### src/rtl/axi2ahb_burst_ctrl_if.sv
// axi2ahb_burst_ctrl_if
//   Bundles the AHB master signals, the command FIFO read side and the
//   read/write data path handshakes of the AXI-to-AHB burst controller.
//   Parameters: ADDR_BITS (HADDR/cmd_addr width), LEN_BITS (cmd_len width).
//   Modports:
//     master - the burst controller (drives HADDR/HTRANS/HBURST/HSIZE/HWRITE,
//              ahb_finish, cmd_err, rdata_phase, wdata_phase, data_last)
//     slave  - the surrounding AHB slave, command FIFO and data paths
interface axi2ahb_burst_ctrl_if #(
    parameter int ADDR_BITS = 32,
    parameter int LEN_BITS  = 8
) ();
    logic [ADDR_BITS-1:0] HADDR;
    logic [1:0]           HTRANS;
    logic [2:0]           HBURST;
    logic [1:0]           HSIZE;
    logic                 HWRITE;
    logic                 HREADY;
    logic [1:0]           HRESP;

    logic                 cmd_empty;
    logic                 cmd_read;
    logic [ADDR_BITS-1:0] cmd_addr;
    logic [LEN_BITS-1:0]  cmd_len;
    logic [1:0]           cmd_size;
    logic                 rdata_ready;
    logic                 wdata_ready;

    logic                 ahb_finish;
    logic                 cmd_err;
    logic                 rdata_phase;
    logic                 wdata_phase;
    logic                 data_last;

    modport master (
        output HADDR, HTRANS, HBURST, HSIZE, HWRITE,
        output ahb_finish, cmd_err, rdata_phase, wdata_phase, data_last,
        input  HREADY, HRESP,
        input  cmd_empty, cmd_read, cmd_addr, cmd_len, cmd_size,
        input  rdata_ready, wdata_ready
    );

    modport slave (
        input  HADDR, HTRANS, HBURST, HSIZE, HWRITE,
        input  ahb_finish, cmd_err, rdata_phase, wdata_phase, data_last,
        output HREADY, HRESP,
        output cmd_empty, cmd_read, cmd_addr, cmd_len, cmd_size,
        output rdata_ready, wdata_ready
    );
endinterface

### src/rtl/axi2ahb_burst_ctrl.sv
// axi2ahb_burst_ctrl
//   AHB master address/control phase generator for the AXI-to-AHB bridge.
//   Takes one queued command at a time and issues it as one or more AHB
//   bursts, splitting at MAX_BEATS and at 1 KB boundaries, with one IDLE
//   cycle between segments. BUSY is issued while the data path stalls
//   mid-burst.
//   Ports:
//     clk   - rising-edge clock
//     reset - synchronous, active-low
//     bus   - axi2ahb_burst_ctrl_if.master (AHB, command FIFO, data paths)
//   Parameters: ADDR_BITS, LEN_BITS, MAX_BEATS (4, 8 or 16).
//   Build option: define AXI2AHB_HRESP_ERR_EN to abort a command on an AHB
//   ERROR response and flag it on cmd_err; otherwise HRESP is ignored.
module axi2ahb_burst_ctrl #(
    parameter int ADDR_BITS = 32,
    parameter int LEN_BITS  = 8,
    parameter int MAX_BEATS = 16
) (
    input  logic                 clk,
    input  logic                 reset,
    axi2ahb_burst_ctrl_if.master bus
);

    typedef enum logic [2:0] {S_IDLE, S_ADDR, S_STALL, S_GAP, S_ERR} state_t;
    typedef enum logic [1:0] {T_IDLE = 2'b00, T_BUSY = 2'b01,
                              T_NONSEQ = 2'b10, T_SEQ = 2'b11} htrans_t;

    localparam int CW = (LEN_BITS + 1 > 11) ? LEN_BITS + 1 : 11;

    state_t               state_q, state_d;
    htrans_t              htrans_q, htrans_d;
    logic [ADDR_BITS-1:0] haddr_q, haddr_d;
    logic [2:0]           hburst_q, hburst_d;
    logic [1:0]           hsize_q, hsize_d;
    logic                 hwrite_q, hwrite_d;
    logic [LEN_BITS:0]    rem_q, rem_d;
    logic [4:0]           seg_left_q, seg_left_d;
    logic                 rphase_q, rphase_d;
    logic                 wphase_q, wphase_d;

    logic                 data_ready;
    logic                 ack;
    logic                 data_last;
    logic                 err_first;
    logic                 finish;
    logic [4:0]           seg;

    // Beats in the next segment: bounded by what is left, by MAX_BEATS and
    // by the distance to the next 1 KB boundary. An unaligned address close
    // to the boundary still gets one beat.
    function automatic logic [4:0] seg_len(input logic [9:0]        addr_lo,
                                           input logic [1:0]        size,
                                           input logic [LEN_BITS:0] rem);
        logic [10:0]   to_kb;
        logic [CW-1:0] len;
        to_kb = (11'd1024 - {1'b0, addr_lo}) >> size;
        if (to_kb == '0) begin
            to_kb = 11'd1;
        end
        len = CW'(rem);
        if (len > CW'(MAX_BEATS)) begin
            len = CW'(MAX_BEATS);
        end
        if (len > CW'(to_kb)) begin
            len = CW'(to_kb);
        end
        return 5'(len);
    endfunction

    function automatic logic [2:0] burst_of(input logic [4:0] n);
        if (n == 5'd1)                          return 3'b000;
        else if (n == 5'd4  && MAX_BEATS >= 4)  return 3'b011;
        else if (n == 5'd8  && MAX_BEATS >= 8)  return 3'b101;
        else if (n == 5'd16 && MAX_BEATS >= 16) return 3'b111;
        else                                    return 3'b001;
    endfunction

    // In IDLE the incoming command selects the data path; afterwards the
    // latched direction does.
    assign data_ready = ((state_q == S_IDLE) ? bus.cmd_read : ~hwrite_q)
                        ? bus.rdata_ready : bus.wdata_ready;
    assign ack        = (htrans_q == T_NONSEQ || htrans_q == T_SEQ) & bus.HREADY;
    assign data_last  = bus.HREADY & (htrans_q == T_IDLE || htrans_q == T_NONSEQ);

`ifdef AXI2AHB_HRESP_ERR_EN
    // First cycle of the two-cycle ERROR response.
    assign err_first  = ~bus.HREADY & (bus.HRESP == 2'b01);
    assign bus.cmd_err = (state_q == S_ERR) & bus.HREADY & reset;
`else
    logic unused_hresp;
    assign unused_hresp = ^bus.HRESP;
    assign err_first    = 1'b0;
    assign bus.cmd_err  = 1'b0;
`endif

    always_comb begin
        state_d    = state_q;
        htrans_d   = htrans_q;
        haddr_d    = haddr_q;
        hburst_d   = hburst_q;
        hsize_d    = hsize_q;
        hwrite_d   = hwrite_q;
        rem_d      = rem_q;
        seg_left_d = seg_left_q;
        rphase_d   = rphase_q;
        wphase_d   = wphase_q;
        finish     = 1'b0;
        seg        = '0;

        case (state_q)
            S_IDLE: begin
                if (~bus.cmd_empty & data_ready & (bus.HREADY | ~(rphase_q | wphase_q))) begin
                    haddr_d    = bus.cmd_addr;
                    hsize_d    = bus.cmd_size;
                    hwrite_d   = ~bus.cmd_read;
                    rem_d      = {1'b0, bus.cmd_len} + (LEN_BITS+1)'(1);
                    seg        = seg_len(bus.cmd_addr[9:0], bus.cmd_size, rem_d);
                    seg_left_d = seg;
                    hburst_d   = burst_of(seg);
                    htrans_d   = T_NONSEQ;
                    state_d    = S_ADDR;
                end
            end
            S_ADDR: begin
                if (err_first) begin
                    htrans_d = T_IDLE;
                    state_d  = S_ERR;
                end else if (bus.HREADY) begin
                    haddr_d    = haddr_q + (ADDR_BITS'(1) << hsize_q);
                    rem_d      = rem_q - (LEN_BITS+1)'(1);
                    seg_left_d = seg_left_q - 5'd1;
                    if (seg_left_q == 5'd1) begin
                        htrans_d = T_IDLE;
                        if (rem_q > (LEN_BITS+1)'(1)) begin
                            state_d = S_GAP;
                        end else begin
                            haddr_d = '0;
                            finish  = 1'b1;
                            state_d = S_IDLE;
                        end
                    end else if (data_ready) begin
                        htrans_d = T_SEQ;
                    end else begin
                        htrans_d = T_BUSY;
                        state_d  = S_STALL;
                    end
                end
            end
            S_STALL: begin
                if (err_first) begin
                    htrans_d = T_IDLE;
                    state_d  = S_ERR;
                end else if (bus.HREADY & data_ready) begin
                    htrans_d = T_SEQ;
                    state_d  = S_ADDR;
                end
            end
            S_GAP: begin
                if (err_first) begin
                    state_d = S_ERR;
                end else if (bus.HREADY) begin
                    seg        = seg_len(haddr_q[9:0], hsize_q, rem_q);
                    seg_left_d = seg;
                    hburst_d   = burst_of(seg);
                    htrans_d   = T_NONSEQ;
                    state_d    = S_ADDR;
                end
            end
            S_ERR: begin
                if (bus.HREADY) begin
                    haddr_d = '0;
                    finish  = 1'b1;
                    state_d = S_IDLE;
                end
            end
            default: begin
                state_d  = S_IDLE;
                htrans_d = T_IDLE;
            end
        endcase

        // A fresh ack re-arms the flag even when the previous burst's last
        // data phase completes in the same cycle.
        if (ack) begin
            rphase_d = ~hwrite_q;
            wphase_d = hwrite_q;
        end else if (data_last) begin
            rphase_d = 1'b0;
            wphase_d = 1'b0;
        end
    end

    always_ff @(posedge clk) begin
        if (!reset) begin
            state_q    <= S_IDLE;
            htrans_q   <= T_IDLE;
            haddr_q    <= '0;
            hburst_q   <= '0;
            hsize_q    <= '0;
            hwrite_q   <= 1'b0;
            rem_q      <= '0;
            seg_left_q <= '0;
            rphase_q   <= 1'b0;
            wphase_q   <= 1'b0;
        end else begin
            state_q    <= state_d;
            htrans_q   <= htrans_d;
            haddr_q    <= haddr_d;
            hburst_q   <= hburst_d;
            hsize_q    <= hsize_d;
            hwrite_q   <= hwrite_d;
            rem_q      <= rem_d;
            seg_left_q <= seg_left_d;
            rphase_q   <= rphase_d;
            wphase_q   <= wphase_d;
        end
    end

    assign bus.HADDR       = haddr_q;
    assign bus.HTRANS      = htrans_q;
    assign bus.HBURST      = hburst_q;
    assign bus.HSIZE       = hsize_q;
    assign bus.HWRITE      = hwrite_q;
    // A completion that coincides with reset is discarded.
    assign bus.ahb_finish  = finish & reset;
    assign bus.rdata_phase = rphase_q;
    assign bus.wdata_phase = wphase_q;
    assign bus.data_last   = data_last;

endmodule

### src/flat_wrapper.sv
// flat-port wrapper written by rule: the top's interface ports become plain ports
module axi2ahb_burst_ctrl_flat 
#(
    parameter int ADDR_BITS = 32,
    parameter int LEN_BITS  = 8,
    parameter int MAX_BEATS = 16
)
  (clk, reset, bus_HADDR, bus_HTRANS, bus_HBURST, bus_HSIZE, bus_HWRITE, bus_ahb_finish, bus_cmd_err, bus_rdata_phase, bus_wdata_phase, bus_data_last, bus_HREADY, bus_HRESP, bus_cmd_empty, bus_cmd_read, bus_cmd_addr, bus_cmd_len, bus_cmd_size, bus_rdata_ready, bus_wdata_ready);
  axi2ahb_burst_ctrl_if #(.ADDR_BITS(ADDR_BITS), .LEN_BITS(LEN_BITS)) bus_i ();
  input  logic clk;
  input  logic reset;
  output wire logic [$bits(bus_i.HADDR)-1:0] bus_HADDR;
  output wire logic [$bits(bus_i.HTRANS)-1:0] bus_HTRANS;
  output wire logic [$bits(bus_i.HBURST)-1:0] bus_HBURST;
  output wire logic [$bits(bus_i.HSIZE)-1:0] bus_HSIZE;
  output wire logic [$bits(bus_i.HWRITE)-1:0] bus_HWRITE;
  output wire logic [$bits(bus_i.ahb_finish)-1:0] bus_ahb_finish;
  output wire logic [$bits(bus_i.cmd_err)-1:0] bus_cmd_err;
  output wire logic [$bits(bus_i.rdata_phase)-1:0] bus_rdata_phase;
  output wire logic [$bits(bus_i.wdata_phase)-1:0] bus_wdata_phase;
  output wire logic [$bits(bus_i.data_last)-1:0] bus_data_last;
  input wire logic [$bits(bus_i.HREADY)-1:0] bus_HREADY;
  input wire logic [$bits(bus_i.HRESP)-1:0] bus_HRESP;
  input wire logic [$bits(bus_i.cmd_empty)-1:0] bus_cmd_empty;
  input wire logic [$bits(bus_i.cmd_read)-1:0] bus_cmd_read;
  input wire logic [$bits(bus_i.cmd_addr)-1:0] bus_cmd_addr;
  input wire logic [$bits(bus_i.cmd_len)-1:0] bus_cmd_len;
  input wire logic [$bits(bus_i.cmd_size)-1:0] bus_cmd_size;
  input wire logic [$bits(bus_i.rdata_ready)-1:0] bus_rdata_ready;
  input wire logic [$bits(bus_i.wdata_ready)-1:0] bus_wdata_ready;
  assign bus_HADDR = bus_i.HADDR;
  assign bus_HTRANS = bus_i.HTRANS;
  assign bus_HBURST = bus_i.HBURST;
  assign bus_HSIZE = bus_i.HSIZE;
  assign bus_HWRITE = bus_i.HWRITE;
  assign bus_ahb_finish = bus_i.ahb_finish;
  assign bus_cmd_err = bus_i.cmd_err;
  assign bus_rdata_phase = bus_i.rdata_phase;
  assign bus_wdata_phase = bus_i.wdata_phase;
  assign bus_data_last = bus_i.data_last;
  assign bus_i.HREADY = bus_HREADY;
  assign bus_i.HRESP = bus_HRESP;
  assign bus_i.cmd_empty = bus_cmd_empty;
  assign bus_i.cmd_read = bus_cmd_read;
  assign bus_i.cmd_addr = bus_cmd_addr;
  assign bus_i.cmd_len = bus_cmd_len;
  assign bus_i.cmd_size = bus_cmd_size;
  assign bus_i.rdata_ready = bus_rdata_ready;
  assign bus_i.wdata_ready = bus_wdata_ready;
  axi2ahb_burst_ctrl #(.ADDR_BITS(ADDR_BITS), .LEN_BITS(LEN_BITS), .MAX_BEATS(MAX_BEATS)) u_core (.clk(clk), .reset(reset), .bus(bus_i));
endmodule
### config.mk
export PLATFORM = sky130hd
export DESIGN_NAME = axi2ahb_burst_ctrl_flat
export DESIGN_NICKNAME = d
export VERILOG_FILES = /design/src/rtl/axi2ahb_burst_ctrl_if.sv /design/src/rtl/axi2ahb_burst_ctrl.sv /design/src/flat_wrapper.sv
export SDC_FILE = /design/constraint.sdc
export NUM_CORES = 1
export LEC_CHECK = 0
export ABC_AREA = 1
export CORE_ASPECT_RATIO = 0.6
export CORE_MARGIN = 2
export CORE_UTILIZATION = 50
export CTS_CLUSTER_DIAMETER = 30
export DETAILED_ROUTE_END_ITERATION = 10
export GPL_ROUTABILITY_DRIVEN = 0
export PLACE_DENSITY = 0.74
export SETUP_SLACK_MARGIN = 0.2
export SYNTH_ARGS = -nofsm -noshare
export SYNTH_HDL_FRONTEND = slang
export SYNTH_SLANG_ARGS = --single-unit
### constraint.sdc
create_clock -name clk -period 4.9 [get_ports clk]
set_input_delay 1.47 -clock clk [delete_from_list [all_inputs] [get_ports clk]]
set_output_delay 1.47 -clock clk [all_outputs]
set_load 0.01 [all_outputs]
-- Word-level counts from Yosys, hierarchy flattened
Cells that the tools add are included.
W data, S select, Z words.
- register bits after elaboration: 59
- input bits: 51
- output and inout bits: 45
- word-level logic and storage cells: 144
- $add $sub $neg: 6
- $lt $le $gt $ge: 5
- equality and inequality tests: 21
- shifts and indexed selects: 3
- mux-type cells: 68
- bitwise gates (word level): 13
- reductions and logical operators: 18
- operators with widths (cell ; number):
    $mux W32 ; 5
    $mux W11 ; 10
    $pmux W32 S3 ; 1
    $mux W3 ; 17
    $mux W5 ; 9
    $mux W9 ; 4
    $add A32 B32 Y32 ; 1
    $shl A1 B2 Y32 const A ; 1
    $gt A11 B11 Y1 ; 2
    $logic_not A11 Y1 ; 2
    $shr A11 B2 Y11 ; 2
    $sub A11 B10 Y11 const A ; 2
    $gt A9 B5 Y1 const B ; 2
    $pmux W9 S2 ; 1
    $eq A5 B1 Y1 const B ; 3
    $pmux W3 S5 ; 1
    $pmux W5 S3 ; 1
    $mux W2 ; 7
    $eq A5 B3 Y1 const B ; 2
    $eq A5 B4 Y1 const B ; 2
    $eq A5 B5 Y1 const B ; 2
    $pmux W2 S5 ; 1
    $add A8 B1 Y9 const B ; 1
    $gt A9 B1 Y1 const B ; 1
    25 further kinds ; 54

-- Depth between registers and ports, before layout
- depth after elaboration: 18
- gate-level depth with buffers: 30
- depth with buffers taken out: 30

-- Worst setup path before layout
No wires, ideal clock.
- path kind: input-to-reg
- start point: input bus_cmd_len[0]
- end point: register u_core.hburst_q[0], in the netlist u_core.bus.HBURST[0]
- setup time: 109 ps
- arrival time: 3930 ps
- data required time: 4791 ps
- path slack: 861 ps
- cell stages on the path: 24
- buffers on the path: 0
- cell sequence: ha_1 -> nand2_1 -> nor2_1 -> nand2_1 -> xor2_1 -> nand2_1 -> nor2_2 -> nand2_1 -> or2_1 -> ha_1 -> o21ai_0 -> nand2_1 -> nand3_1 -> nand2_1 -> nand2_1 -> nand3_4 -> inv_2 -> nand2_1 -> o21ai_1 -> nand4_1 -> nand2_1 -> nand3_1 -> nand2_1 -> inv_1
- longest elaborated chain between the ends: 15
- elaborated cells between the ends (all ways): 17
- classes of those cells: 1 x add/sub; 2 x order compare; 3 x eq/ne; 11 x mux
- RTL lines (element ; line ; source):
    start: declaration ; flat_wrapper.sv:27 ; input wire logic [$bits(bus_i.cmd_len)-1:0] bus_cmd_len;
    $add A8 B1 Y9 * ; axi2ahb_burst_ctrl.sv:116 ; rem_d = {1'b0, bus.cmd_len} + (LEN_BITS+1)'(1);
    $gt A9 B5 Y1 ; axi2ahb_burst_ctrl.sv:61 ; if (len > CW'(MAX_BEATS)) begin
    $mux W9 * ; axi2ahb_burst_ctrl.sv:61 ;
    $mux W11 * ; axi2ahb_burst_ctrl.sv:112 ; if (~bus.cmd_empty & data_ready & (bus.HREADY | ~(rphase_q | wphase_q))) begin
    $mux W11 * ; axi2ahb_burst_ctrl.sv:110 ; case (state_q)
    $gt A11 B11 Y1 ; axi2ahb_burst_ctrl.sv:64 ; if (len > CW'(to_kb)) begin
    $mux W5 * ; axi2ahb_burst_ctrl.sv:64 ;
    $mux W5 * ; axi2ahb_burst_ctrl.sv:112 ;
    $mux W5 * ; axi2ahb_burst_ctrl.sv:110 ;
    $eq A5 B4 Y1 ; axi2ahb_burst_ctrl.sv:73 ; else if (n == 5'd8 && MAX_BEATS >= 8) return 3'b101;
    $mux W3 ; axi2ahb_burst_ctrl.sv:73 ;
    $mux W3 ; axi2ahb_burst_ctrl.sv:72 ; else if (n == 5'd4 && MAX_BEATS >= 4) return 3'b011;
    $mux W3 * ; axi2ahb_burst_ctrl.sv:71 ; if (n == 5'd1) return 3'b000;
    $mux W3 * ; axi2ahb_burst_ctrl.sv:112 ;
    $pmux W3 S2 * ; axi2ahb_burst_ctrl.sv:110 ;
    end signal: assignment ; axi2ahb_burst_ctrl.sv:209 ; hburst_q <= hburst_d;
    end: declaration ; axi2ahb_burst_ctrl.sv:33 ; logic [2:0] hburst_q, hburst_d;
Every way passes the cells marked *; elsewhere a longest branch is shown, timed or not. The select of a mux whose other input is x is not followed.
A chain may end at the register's enable or synchronous reset.

-- Final worst setup path
- start point: input bus_cmd_addr[0]
- end point: register u_core.hburst_q[2], in the netlist u_core.bus.HBURST[2]
- longest elaborated chain between the ends: 17
- elaborated cells between the ends (all ways): 20
- classes of those cells: 1 x add/sub; 1 x order compare; 4 x eq/ne; 1 x shift; 12 x mux; 1 x reduce/logical
- RTL lines (element ; line ; source):
    start: declaration ; flat_wrapper.sv:26 ; input wire logic [$bits(bus_i.cmd_addr)-1:0] bus_cmd_addr;
    $sub A11 B10 Y11 * ; axi2ahb_burst_ctrl.sv:56 ; to_kb = (11'd1024 - {1'b0, addr_lo}) >> size;
    $shr A11 B2 Y11 * ; axi2ahb_burst_ctrl.sv:56 ;
    $logic_not A11 Y1 ; axi2ahb_burst_ctrl.sv:57 ; if (to_kb == '0) begin
    $mux W11 * ; axi2ahb_burst_ctrl.sv:57 ;
    $mux W11 * ; axi2ahb_burst_ctrl.sv:112 ;
    $mux W11 * ; axi2ahb_burst_ctrl.sv:110 ;
    $gt A11 B11 Y1 ; axi2ahb_burst_ctrl.sv:64 ;
    $mux W5 * ; axi2ahb_burst_ctrl.sv:64 ;
    $mux W5 * ; axi2ahb_burst_ctrl.sv:112 ;
    $mux W5 * ; axi2ahb_burst_ctrl.sv:110 ;
    $eq A5 B5 Y1 ; axi2ahb_burst_ctrl.sv:74 ; else if (n == 5'd16 && MAX_BEATS >= 16) return 3'b111;
    $mux W3 ; axi2ahb_burst_ctrl.sv:74 ;
    $mux W3 ; axi2ahb_burst_ctrl.sv:73 ;
    $mux W3 ; axi2ahb_burst_ctrl.sv:72 ;
    $mux W3 * ; axi2ahb_burst_ctrl.sv:71 ;
    $mux W3 * ; axi2ahb_burst_ctrl.sv:112 ;
    $pmux W3 S2 * ; axi2ahb_burst_ctrl.sv:110 ;
Marked as above.

==> impl_metrics.toml <==
[run_status]
outcome = "completed"

[cts]
root_buffer = "clkbuf_16"
cts_max_level = 3
cts.sinks = 58
cts_tree = "yes"
clk_latency_ns = 0.34
numCtsBuffers = 9
clk_pin_slew_ns = 0.06
holdBufCountCts = 0
clockBufferDepth = 2

[timing]
period_share = 0.906
worstMarginPinSlew_ns = 1.00
slew_viol_final = 0
rsz0062_at_grt = "no"
hold_violations = 0
relSlewSlack = 0.322
fin_crit_ns = 4.44
setup_tns_ns = 0
max_freq_ghz = 0.225
setup_viol = 0
skew_ns = 0.00676

[yosys]
synth.cell_area_um2 = 5740
synth-edff-count = 0
synth_top_family_by_area = "simple AND/OR/NAND/NOR gates"
synth.ff_latch_count = 58
synth.distinct_cells = 52
synthCells = 943
synthTopCellsByArea = "dfxtp_1 (20%), nand2_1 (15%), nand3_1 (8.7%), a21oi_1 (7.2%), inv_1 (6.6%)"
synth_xor_area_frac = 0.0214
synth_top_area_share = 0.202
synthFlopType = "dfxtp_1"
yosysSeqAreaShare = 0.202
synthSimpleGateAreaFrac = 0.388
synth_compound_area_frac = 0.216
yosysWarnings = 0
synth-async-reset-ratio = 0
yosys.area.top_type = "dfxtp_1"
synthMuxAreaShare = 0
synth_fa_ha_area_frac = 0.0688
postSynthAreaPerCell_um2 = 6.09

[global_route]
grt_pass1_wl_um = 29300
grt_max_degree = 42
antenna_found_initial = 0
grt_util_all_layers = 0.299
grt_pass1_vias = 5824
grt-ovfl-total = 0

[floorplanning]
start_util = 0.510
core_um2 = 11300
die_area_um2 = 12400
ios = 96
die_x_um = 142
num_rows = 30
die_h_um = 87.0

[detailed_routing]
finalWirelength_um = 18400
vias = 6751
antenna_left = 0
post_drt_wl_per_cell_um = 15.3
route.detailed.drc = 0
drtPass1Iterations = 5
viasPerCell = 5.59
initialDrtViolationCount = 695

[min_path]
hold_path_class = "reg2reg"

[flow_run]
maxCapViolations = 0

[setup_path]
worstSetupPathType = "in2reg"
cp_max_fo = 6
required_ns = 5.19
arrival_ns = 4.72
cp-start-kind = "input pin"
worstSetupEndpointType = "register"

[final_layout]
antenna_cells = 0
multiInputGateArea_um2 = 4110
area_growth_pct = 28.3
most-common-layout-cells = "nand2_1 (214), inv_1 (100), nand3_1 (98), clkdlybuf4s50_1 (88), a21oi_1 (81)"
final_core_util = 0.654
mostFrequentLayoutCell = "nand2_1"
finalNetCount = 1141
fin_area_um2 = 7370
drive_gt1_frac = 0.120
fillers = 1046
register_area_um2 = 1160

[power]
ir_drop_mv = 0.344
power.leakage_uw = 0.00332
cellPowerDensity_nw_per_um2 = 620

[placement]
io_buffers = 92
post-dp-hpwl_um = 13800
place_area_um2 = 6970
through the flow:
stage / power [uW] / hold WS (ns) / setup WS (ns) / cells
floorplan: 2950 / 0.450 / 0.861 / 951
global placement: 3820 / 0.467 / -0.130 / 1190
detailed placement: 3840 / 0.477 / -0.164 / 1190
CTS: 4480 / 0.488 / 0.207 / 1206
global route: 4990 / 0.510 / 0.194 / 1208
finish: 4570 / 0.484 / 0.463 / 1208
final timing paths:
path / start / to / slack [ns] / depth (start not counted)
setup / recovery: bus_cmd_addr[0] / u_core.bus.HBURST[2] / 0.46 / 28
hold / removal: u_core.bus.rdata_phase / u_core.bus.rdata_phase / 0.48 / 2
setup reg to reg: u_core.bus.HSIZE[0] / u_core.bus.HBURST[2] / 1.13 / 17
hold reg to reg: u_core.bus.rdata_phase / u_core.bus.rdata_phase / 0.48 / 2
critical path: stages:
cell,delay (ns)
clkdlybuf4s50_1,0.48
inv_1,0.06
ha_2,0.21
xnor2_1,0.23
nand2_1,0.14
nand3_1,0.10
nand2_1,0.09
nand2_1,0.08
nor2_1,0.04
nand2_1,0.05
nor2_1,0.04
nand2_1,0.08
nand2_1,0.07
ha_1,0.17
o21ai_1,0.12
nand2_1,0.06
nand3_1,0.06
nand2_1,0.06
nand2_2,0.09
nand3_4,0.12
buf_4,0.18
o21ai_4,0.14
nand2_1,0.09
a21oi_2,0.15
nand3_2,0.12
nand3_1,0.10
nand2_1,0.06
inv_1,0.04
synth_stat cells, types with 2 or more instances:
cell type  count
a21o_1         3
a21oi_2        2
o22ai_1        2
nand2_1      224
inv_1        101
nand3_1      100
a221oi_1      12
xnor2_1        4
nor3_1        14
o211ai_1      13
a21oi_1       83
or2_2          2
nor2_2         6
buf_6          3
nor2_8         2
o221ai_1       2
nand2_2        8
nor2_4         9
buf_4          2
o21ai_0       69
nor4_1         5
a211oi_1       6
ha_1          30
nand3b_1       2
inv_2         10
nand3_2        4
or2_1          2
a32oi_1        3
inv_4          2
nor2_1        76
xor2_1        10
clkinv_1       2
buf_2          9
nand4_1       20
dfxtp_1       58
a31oi_1        2
o21ai_1        8
clkbuf_1      15
o21ai_2        5
state kept, by name, summed over array words and instances (netlist names), 2 cells and up:
register and count:
u_core.bus.HADDR 32, u_core.rem_q 9, u_core.state_q 2, u_core.bus.HBURST 3, u_core.bus.HSIZE 2, u_core.seg_left_q 5, u_core.bus.HTRANS 2
routing by layer:
| metal | routed length [um] | track usage | vias up |
|---|---|---|---|
| li1 | - | - | 3420 |
| met1 | 9260 | 0.468 | 2948 |
| met2 | 6850 | 0.400 | 364 |
| met3 | 2100 | 0.0704 | 19 |
| met4 | 228 | 0.0747 | 0 |
| met5 | 0 | 0 | - |
kinds of logic after synthesis:
family	Yosys count
xor+xnor	14
simple gates	479
flops	58
buf+inv	145
compound gates	215
fa+ha+maj	31
other cells	1
where the power goes:
group          total [uW]  internal [uW]  switching, uW
sequential            985            678            307
combinational        2960           1110           1850
clock                 623            390            233
total                4570           2180           2380
area by class of cell:
type / count / area share
Timing Repair Buffer: 127 / 0.162
Sequential cell: 58 / 0.158
Clock inverter: 6 / 0.00781
Multi-Input combinational cell: 748 / 0.557
Clock buffer: 10 / 0.0311
Inverter: 115 / 0.0596
Tap cell: 144 / 0.0245
repair_timing:
item                                   CTS  global route
setup buffers                            0             2
resized for setup                        1            33
setup endpoints to repair                2             8
endpoints found under the hold margin    0             0
pin swaps                                0            15
Note: power is estimated with default switching activity, not from simulation.
